[src/rtl/reg_file_mp_pkg.sv]
// Shared defaults and helpers for the multi-port register file.
package reg_file_pkg;

  localparam int DEF_DATA_W = 32;
  localparam int DEF_ADDR_W = 5;
  localparam int DEF_NUM_RD = 2;

  // Busy vectors up to 256 entries are zero-extended into v before counting.
  function automatic int popcount_w(input logic [255:0] v);
    int n;
    n = 0;
    for (int i = 0; i < 256; i++) begin
      n += int'(v[i]);
    end
    return n;
  endfunction

endpackage

[src/rtl/reg_file_mp_if.sv]
// Decode/writeback side bus of the register file: write, reserve and read ports.
interface reg_file_mp_if #(
  parameter int DATA_W = 32,
  parameter int ADDR_W = 5,
  parameter int NUM_RD = 2
) ();

  logic                     we;
  logic [ADDR_W-1:0]        waddr;
  logic [DATA_W-1:0]        wdata;
  logic                     rsv_en;
  logic [ADDR_W-1:0]        rsv_addr;
  logic [NUM_RD*ADDR_W-1:0] raddr;
  logic [NUM_RD*DATA_W-1:0] rdata;
  logic [NUM_RD-1:0]        rbusy;
  logic [ADDR_W:0]          busy_cnt;

  modport master (
    output we, waddr, wdata, rsv_en, rsv_addr, raddr,
    input  rdata, rbusy, busy_cnt
  );

  modport slave (
    input  we, waddr, wdata, rsv_en, rsv_addr, raddr,
    output rdata, rbusy, busy_cnt
  );

endinterface

[src/rtl/reg_file_mp_scoreboard.sv]
// Per-register busy bits plus a running count of busy registers.
module reg_file_scoreboard
  import reg_file_pkg::*;
#(
  parameter int ADDR_W   = DEF_ADDR_W,
  parameter int ZERO_REG = 1
) (
  input  logic                 clk,
  input  logic                 rst,
  input  logic                 i_we,
  input  logic [ADDR_W-1:0]    i_waddr,
  input  logic                 i_rsv_en,
  input  logic [ADDR_W-1:0]    i_rsv_addr,
  output logic [2**ADDR_W-1:0] o_busy,
  output logic [ADDR_W:0]      o_busy_cnt
);

  localparam int DEPTH = 2**ADDR_W;

  logic [DEPTH-1:0] r_busy;
  logic [DEPTH-1:0] w_busy_next;
  logic [ADDR_W:0]  r_cnt;
  logic [ADDR_W:0]  w_cnt_next;
  logic             w_wr_act;
  logic             w_rsv_act;
  logic             w_set;
  logic             w_clr;

  assign w_wr_act  = i_we     && !((ZERO_REG != 0) && (i_waddr    == '0));
  assign w_rsv_act = i_rsv_en && !((ZERO_REG != 0) && (i_rsv_addr == '0));

  // A reserve on the register being written keeps it busy: the new producer wins.
  assign w_set = w_rsv_act && !r_busy[i_rsv_addr];
  assign w_clr = w_wr_act && r_busy[i_waddr] && !(w_rsv_act && (i_rsv_addr == i_waddr));

  always_comb begin
    w_busy_next = r_busy;
    if (w_wr_act) begin
      w_busy_next[i_waddr] = 1'b0;
    end
    if (w_rsv_act) begin
      w_busy_next[i_rsv_addr] = 1'b1;
    end
  end

  always_comb begin
    w_cnt_next = r_cnt;
    if (w_set && !w_clr) begin
      w_cnt_next = r_cnt + 1'b1;
    end else if (w_clr && !w_set) begin
      w_cnt_next = r_cnt - 1'b1;
    end
  end

  always_ff @(posedge clk) begin
    if (rst) begin
      r_busy <= '0;
      r_cnt  <= '0;
    end else begin
      r_busy <= w_busy_next;
      r_cnt  <= w_cnt_next;
    end
  end

  assign o_busy     = r_busy;
  assign o_busy_cnt = r_cnt;

  a_cnt_matches_busy: assert property (
    @(posedge clk) disable iff (rst) popcount_w(256'(r_busy)) == int'(r_cnt)
  );

endmodule

[src/rtl/reg_file_mp.sv]
// Multi-read-port register file with busy scoreboard and optional write-to-read forwarding.
module reg_file_mp
  import reg_file_pkg::*;
#(
  parameter int DATA_W   = DEF_DATA_W,
  parameter int ADDR_W   = DEF_ADDR_W,
  parameter int NUM_RD   = DEF_NUM_RD,
  parameter int ZERO_REG = 1,
  parameter int BYPASS   = 1
) (
  input  logic         clk,
  input  logic         rst,
  reg_file_mp_if.slave bus
);

  localparam int DEPTH = 2**ADDR_W;

  logic [DATA_W-1:0]        r_mem [DEPTH];
  logic [DEPTH-1:0]         w_busy;
  logic [NUM_RD*DATA_W-1:0] w_rdata;
  logic [NUM_RD-1:0]        w_rbusy;
  logic                     w_wr_act;

  assign w_wr_act = bus.we && !((ZERO_REG != 0) && (bus.waddr == '0));

  reg_file_scoreboard #(
    .ADDR_W   (ADDR_W),
    .ZERO_REG (ZERO_REG)
  ) u_scoreboard (
    .clk        (clk),
    .rst        (rst),
    .i_we       (bus.we),
    .i_waddr    (bus.waddr),
    .i_rsv_en   (bus.rsv_en),
    .i_rsv_addr (bus.rsv_addr),
    .o_busy     (w_busy),
    .o_busy_cnt (bus.busy_cnt)
  );

  always_ff @(posedge clk) begin
    if (rst) begin
      for (int i = 0; i < DEPTH; i++) begin
        r_mem[i] <= '0;
      end
    end else if (w_wr_act) begin
      r_mem[bus.waddr] <= bus.wdata;
    end
  end

  genvar gi;
  generate
    for (gi = 0; gi < NUM_RD; gi++) begin : g_rd
      logic [ADDR_W-1:0] w_addr;
      logic              w_zero;
      logic              w_byp;

      assign w_addr = bus.raddr[gi*ADDR_W +: ADDR_W];
      assign w_zero = (ZERO_REG != 0) && (w_addr == '0);
      assign w_byp  = (BYPASS != 0) && w_wr_act && (bus.waddr == w_addr);

      // Register 0 masking takes precedence over forwarding.
      assign w_rdata[gi*DATA_W +: DATA_W] = w_zero ? '0 :
                                            w_byp  ? bus.wdata : r_mem[w_addr];
      assign w_rbusy[gi] = !w_zero && !w_byp && w_busy[w_addr];
    end
  endgenerate

  assign bus.rdata = w_rdata;
  assign bus.rbusy = w_rbusy;

endmodule
[src/flat_wrapper.sv]
// flat-port wrapper written by rule: the top's interface ports become plain ports
module reg_file_mp_flat import reg_file_pkg::*;
#(
  parameter int DATA_W   = DEF_DATA_W,
  parameter int ADDR_W   = DEF_ADDR_W,
  parameter int NUM_RD   = DEF_NUM_RD,
  parameter int ZERO_REG = 1,
  parameter int BYPASS   = 1
)
  (clk, rst, bus_we, bus_waddr, bus_wdata, bus_rsv_en, bus_rsv_addr, bus_raddr, bus_rdata, bus_rbusy, bus_busy_cnt);
  reg_file_mp_if #(.DATA_W(DATA_W), .ADDR_W(ADDR_W), .NUM_RD(NUM_RD)) bus_i ();
  input  logic clk;
  input  logic rst;
  input wire logic [$bits(bus_i.we)-1:0] bus_we;
  input wire logic [$bits(bus_i.waddr)-1:0] bus_waddr;
  input wire logic [$bits(bus_i.wdata)-1:0] bus_wdata;
  input wire logic [$bits(bus_i.rsv_en)-1:0] bus_rsv_en;
  input wire logic [$bits(bus_i.rsv_addr)-1:0] bus_rsv_addr;
  input wire logic [$bits(bus_i.raddr)-1:0] bus_raddr;
  output wire logic [$bits(bus_i.rdata)-1:0] bus_rdata;
  output wire logic [$bits(bus_i.rbusy)-1:0] bus_rbusy;
  output wire logic [$bits(bus_i.busy_cnt)-1:0] bus_busy_cnt;
  assign bus_i.we = bus_we;
  assign bus_i.waddr = bus_waddr;
  assign bus_i.wdata = bus_wdata;
  assign bus_i.rsv_en = bus_rsv_en;
  assign bus_i.rsv_addr = bus_rsv_addr;
  assign bus_i.raddr = bus_raddr;
  assign bus_rdata = bus_i.rdata;
  assign bus_rbusy = bus_i.rbusy;
  assign bus_busy_cnt = bus_i.busy_cnt;
  reg_file_mp #(.DATA_W(DATA_W), .ADDR_W(ADDR_W), .NUM_RD(NUM_RD), .ZERO_REG(ZERO_REG), .BYPASS(BYPASS)) u_core (.clk(clk), .rst(rst), .bus(bus_i));
endmodule
[config.mk]
export PLATFORM = sky130hd
export DESIGN_NAME = reg_file_mp_flat
export DESIGN_NICKNAME = d
export VERILOG_FILES = /design/src/rtl/reg_file_mp_pkg.sv /design/src/rtl/reg_file_mp_if.sv /design/src/rtl/reg_file_mp_scoreboard.sv /design/src/rtl/reg_file_mp.sv /design/src/flat_wrapper.sv
export SDC_FILE = /design/constraint.sdc
export NUM_CORES = 2
export LEC_CHECK = 0
export BUFFER_PORTS_ARGS = -buffer_cell sky130_fd_sc_hd__buf_4
export CAP_MARGIN = 10
export CORE_MARGIN = 2
export CORE_UTILIZATION = 55
export DETAILED_ROUTE_END_ITERATION = 8
export HOLD_SLACK_MARGIN = 0.15
export PLACE_DENSITY = 0.76
export SYNTH_ARGS = -nofsm -noshare
export SYNTH_HDL_FRONTEND = slang
export SYNTH_HIERARCHICAL = 1
export SYNTH_SLANG_ARGS = --single-unit
[constraint.sdc]
create_clock -name clk -period 6.9 [get_ports clk]
set_input_delay 0.345 -clock clk [delete_from_list [all_inputs] [get_ports clk]]
set_output_delay 0.345 -clock clk [all_outputs]
set_load 0.005 [all_outputs]
---- Word-level counts from Yosys, hierarchy flattened ----
Memory sizes are Yosys's and may differ from the RTL's.
Cells that the tools add are included.
Widths: inputs -> output; s select.
word-level totals
  logic and storage cells ................. 77
  input bits .............................. 56
  bits in writable memories ............... 1024
  memories kept ........................... 1
  output and inout bits ................... 72
  flip-flop bits (word level) ............. 38
cells by class
  mux-type cells .......................... 28
  bitwise logic cells ..................... 3
  reduce and logical (&&, ||, !) cells .... 32
  add/sub/neg operators ................... 2
  eq/ne operators ......................... 3
  $lt $le $gt $ge ......................... 6
memory list
  name          words  width  read ports  clocked after Yosys merged registers in  write ports  line               source
  u_core.r_mem  32     32     2           0                                        32           reg_file_mp.sv:18  logic [DATA_W-1:0] r_mem [DEPTH];
operators by type and width
  cell                 count
  $mux 32              7
  $and 32x32->32       1
  $not 32->32          1
  $or 32x32->32        1
  $reduce_or 32->1     1
  $lt 5x6->1 const B   4
  $bmux 1 s5           4
  $logic_not 5->1      4
  $logic_and 1x1->1    16
  $eq 5x5->1           3
  $mux 1               12
  $mux 6               2
  $demux 1 s5          2
  $ge 5x1->1 const B   2
  $logic_not 1->1      10
  $add 6x1->6 const B  1
  $sub 6x1->6 const B  1
  $mux 5               1
  $reduce_bool 2->1    1

---- Longest topological paths before layout ----
  depth in word-level cells ............... 9
  mapped depth ............................ 15
  depth with buffers taken out ............ 13

---- Modules after synthesis ----
Netlist, hierarchy kept.
by module, submodules not included
  module               seq. area each (um^2)  cells an instance  area an instance (um^2)  times used
  reg_file_mp          30749.5                3747               55420.7                  1
  reg_file_scoreboard  760.7                  285                2367.3                   1

---- Worst setup path after synthesis ----
Ideal clock, no wire load.
  kind .................................... in2reg
  start ................................... input port bus_rsv_addr[0]
  end ..................................... register u_core.u_scoreboard.r_cnt[5] (netlist: u_core/u_scoreboard/o_busy_cnt[5])
  stages .................................. 13
  data required time ...................... 6772 ps
  arrival ................................. 2967 ps
  slack ................................... 3805 ps
  setup time .............................. 128 ps
  buffers on the path ..................... 1
  path through ............................ buf_2 mux4_2 mux2i_1 nor3_1 nor3_1 ha_1 inv_1 ha_1 or4_1 a311o_1 o211ai_1 xnor2_1 nor2_1
on the way
  cells in the longest elaborated chain, start to end .. 9
  elaborated cells between the ends (all ways) .. 17
  classes of those cells .................. eq/ne (1); mux (3); reduce/logical (13)
ends and longest elaborated chain
  item                                                                line                          source
  from (decl)                                                         flat_wrapper.sv:18            input wire logic [$bits(bus_i.rsv_addr)-1:0] bus_rsv_addr;
  parallel branches: the longest is 9 deep, another holds $bmux 1 s5  n/a
  to (signal assigned)                                                reg_file_mp_scoreboard.sv:61  r_cnt <= w_cnt_next;
  to (decl)                                                           reg_file_mp_scoreboard.sv:22  logic [ADDR_W:0] r_cnt;
Parallel ways; which one is timed is not known. The select of a mux whose other input is x is not followed.
A chain may end at the register's enable or synchronous reset.

---- Worst setup path after layout ----
  start ................................... input port bus_raddr[0]
  end ..................................... output port bus_rdata[29]
on the way
  cells in the longest elaborated chain, start to end .. 4
  elaborated cells between the ends (all ways) .. 6
  classes of those cells .................. eq/ne (1); mux (2); reduce/logical (2); memory (1)
ends and longest elaborated chain
  item                                                                   line                source
  from (decl)                                                            flat_wrapper.sv:19  input wire logic [$bits(bus_i.raddr)-1:0] bus_raddr;
  parallel branches: the longest is 3 deep, another holds $mem_v2 32x32  n/a
  $mux 32 (*)                                                            reg_file_mp.sv:62   assign w_rdata[gi*DATA_W +: DATA_W] = w_zero ? '0 :
  to (decl)                                                              flat_wrapper.sv:20  output wire logic [$bits(bus_i.rdata)-1:0] bus_rdata;
Mark *: on every way between the ends.

==> qor.txt <==
Fill cell count -> 7690
FF-to-FF path depth -> 12
DP Wirelength -> 102000 um
Synth cell types -> 60
Layout area overhead -> 9.90%
RSZ-0062 raised after global routing -> false
Worst hold start -> bus_wdata[20]
Clock Pin Slew Worst Setup and Hold Paths -> 0.06 ns
Vias post-DR -> 38500
Synth top cells by count -> 1024 x edfxtp_1, 992 x and2_1, 486 x mux4_2
Power, Total -> 15.5 mW
Pwr/cell area -> 244 nW/um2
Combinational power share -> 12.8%
Gr usage total -> 33.7%
Synth top area share -> 53.2%
Mux contribution to synthesized area -> 23.1%
Fin. max-slew vios -> 0
CP Launch Point -> bus_raddr[0]
Clock tree from TritonCTS -> yes
Post-synthesis xor/xnor area fraction -> 0.303%
Worst hold-check path type -> input pin to flop
Busiest grt layer -> met2
Post-synth EDFFs -> 1024
NumNets Final -> 4054
Synth Register Bits -> 1062
Post-Route Setup TNS -> 0 ns
Chip height -> 328 um
Synth Warn # -> 6
Synth Area in Adders -> 0.143%
Status -> finished clean
Reg2reg end -> u_core/u_scoreboard/o_busy_cnt[5]$_SDFFE_PP0P_
Met1 Usage GRT -> 44.8%
Max Clock Freq -> 238 MHz
Setup crit start kind -> input pin
Tmin final -> 4.20 ns
H-tree levels -> 3
Register area share after synthesis -> 54.5%
Worst Path Arrival -> 3.85 ns
Crit Path Class -> input pin to output pin
Vias in the first global route -> 37800
Worst R2R Setup Slack -> 3.66 ns
Boundary pin count -> 128
Die Wd -> 328 um
Leakage -> 21.7 nW
Share of the cycle needed by the critical path after routing -> 60.8%
GRT overflow -> 0
Placer Congestion -> 0.967
Pin count of the biggest net entering global routing -> 119
CP Max Fanout -> 65
Fraction of registers with async set/reset -> 0%
Post_cts resized -> 0
Main combinational cell family by area after synthesis -> multiplexers
Max clock buf depth -> 3
Switching part of the total -> 24.8%
DRC viols -> 0
Flop pwr share -> 49.1%
Row cnt -> 118
Slew HR -> 13.4%
Post-CTS setup buffers -> 0
Post-Synth Simple-Gate Area -> 14.4%
Post-synthesis compound-gate area fraction -> 4.45%
First-pass GRT wire length -> 260000 um
P_int -> 11.7 mW
Routed WL -> 182000 um
Remaining antenna violation count -> 0
# Max-Cap Violations -> 0
Worst Tran Pin Value -> 1.30 ns
Worst VDD drop -> 246 uV
WP data required -> 6.55 ns
DRT iter0 DRCs -> 6430
Critical Path End -> bus_rdata[29]
Core Area -> 104000 um2
Ranking of synthesized cells by area -> edfxtp_1 53%, mux4_2 19%, and2_1 11%
Worst setup EP type -> output pin
Top_reg_cell synth -> edfxtp_1
Sw power -> 3.84 mW
Synth area leader -> edfxtp_1
Share of layout cells above drive strength 1 -> 26.8%
Fin. Hold Viols -> 0
Clk_lat worst skew -> 0.69 ns
Final Instance Area -> 63500 um2
Met3 usage -> 9.35%
Syn_area_per_cell -> 14.3 um2
Post-Syn Instances -> 4032
CTS Buf Count -> 108
WL/cell -> 33.3 um
DR vias/cell -> 7.04
TritonRoute pass-1 iters -> 6
Port bufs -> 127
Clk_skew -> 0.00741 ns
Top-count cell post-synth -> edfxtp_1
Placed Area -> 59900 um2
Antenna violations before repair -> 12
Die area -> 108000 um2
Sink Count -> 1062
Root buffer cell -> clkbuf_16
Setup-failing EPs final -> 0
Hold path depth -> 2
Met2 Track Usage GR -> 51.0%
Synthesized cell area -> 57800 um2
Clock share of power -> 38.1%
FF-to-FF Start -> u_core/u_scoreboard/o_busy[7]$_SDFF_PP0_
Starting Density -> 55.6%
## cells by family after synthesis
kind of cell,count (synthesis)
AND/OR/NAND/NOR,1410
flip-flops,1062
multiplexers,709
buffers and inverters,423
AO/OA/AOI/OAI,401
XOR/XNOR,20
adder cells (fa/ha/maj),6
other,1
## how the worst min path moves through the flow
| stage | slack (ns) | end |
|---|---|---|
| 6_report | 0.19 | u_core/r_mem[15][20]$_SDFFCE_PN0P_ |
| 5_1_grt | 0.18 | u_core/r_mem[1][13]$_SDFFCE_PN0P_ |
| 4_1_cts | 0.15 | u_core/r_mem[15][20]$_SDFFCE_PN0P_ |
| 3_5_place_dp | 0.52 | u_core/u_scoreboard/o_busy[31]$_SDFF_PP0_ |
| 3_3_place_gp | 0.50 | u_core/u_scoreboard/o_busy_cnt[5]$_SDFFE_PP0P_ |
| 2_1_floorplan | 0.48 | u_core/u_scoreboard/o_busy[0]$_SDFF_PP0_ |
## cells in the final DEF, fill, tap and decap left out, types with 32 or more instances in the layout
cell and instances:
mux4_2 486, or2_2 33, nor2_1 58, mux2i_1 87, o21ai_0 70, a22oi_1 32, o22ai_1 101, dfxtp_1 38
buf_4 221, o31ai_1 32, conb_1 32, a21oi_1 83, edfxtp_1 1024, nand3_1 45, mux2_2 136, clkbuf_16 110
nand2_1 107, nor2b_1 47, a211oi_1 34, and2_1 992
## registers in the layout, indices dropped and copies added, names as in the netlist
signal / cells
u_core/u_scoreboard/o_busy_cnt: 6
u_core/u_scoreboard/o_busy: 32
u_core/r_mem: 1024
## routing by layer
| metal | vias to the layer above | part of all wire, % |
|---|---|---|
| li1 | 15300 | - |
| met1 | 19200 | 35 |
| met2 | 3322 | 45 |
| met3 | 622 | 14 |
| met4 | 8 | 6.1 |
| met5 | - | 0.024 |
## worst max-delay path, cell delays in order
cell and delay [ns]:
buf_8 0.55, buf_4 0.71, mux4_2 0.34, nor2b_1 0.18, a211oi_1 0.07, or3_1 0.37
o31ai_1 0.95, buf_4 0.25
## through the flow
step	hold slack, ns	std cells	util, %	setup WS (ns)
after floorplan	0.477	4063	-	3.81
after global placement	0.500	5253	57.6	2.65
after detailed placement	0.516	5253	57.6	2.74
after CTS	0.154	5462	61.1	2.71
after global routing	0.180	5462	61.1	2.38
final	0.185	5465	61.1	2.70
## cell type report
cell class	instances	area [um2]	share of cell area, %
tap	1380	1730	2.72
clock buffer	127	2820	4.43
clock inverter	73	702	1.11
inverter	2	7.51	0.0118
antenna	3	7.51	0.0118
multi-input combinational	2578	24800	39.1
sequential	1062	31500	49.6
timing repair buffer	240	1930	3.04
## power by group through the flow
stage / clock network, mW / logic [mW] / registers (mW)
detailed placement: 0 / 1.92 / 7.73
CTS: 5.94 / 1.94 / 7.60
global route: 6.18 / 2.04 / 7.64
floorplan: 0 / 1.24 / 7.65
finish: 5.91 / 1.98 / 7.61
global placement: 0 / 1.91 / 7.70
## what timing repair did
action,in CTS,in global routing
endpoints found under the hold margin,28,0
hold buffers,9,0
setup endpoints to repair,0,0
Note: power is estimated with default switching activity, not from simulation.
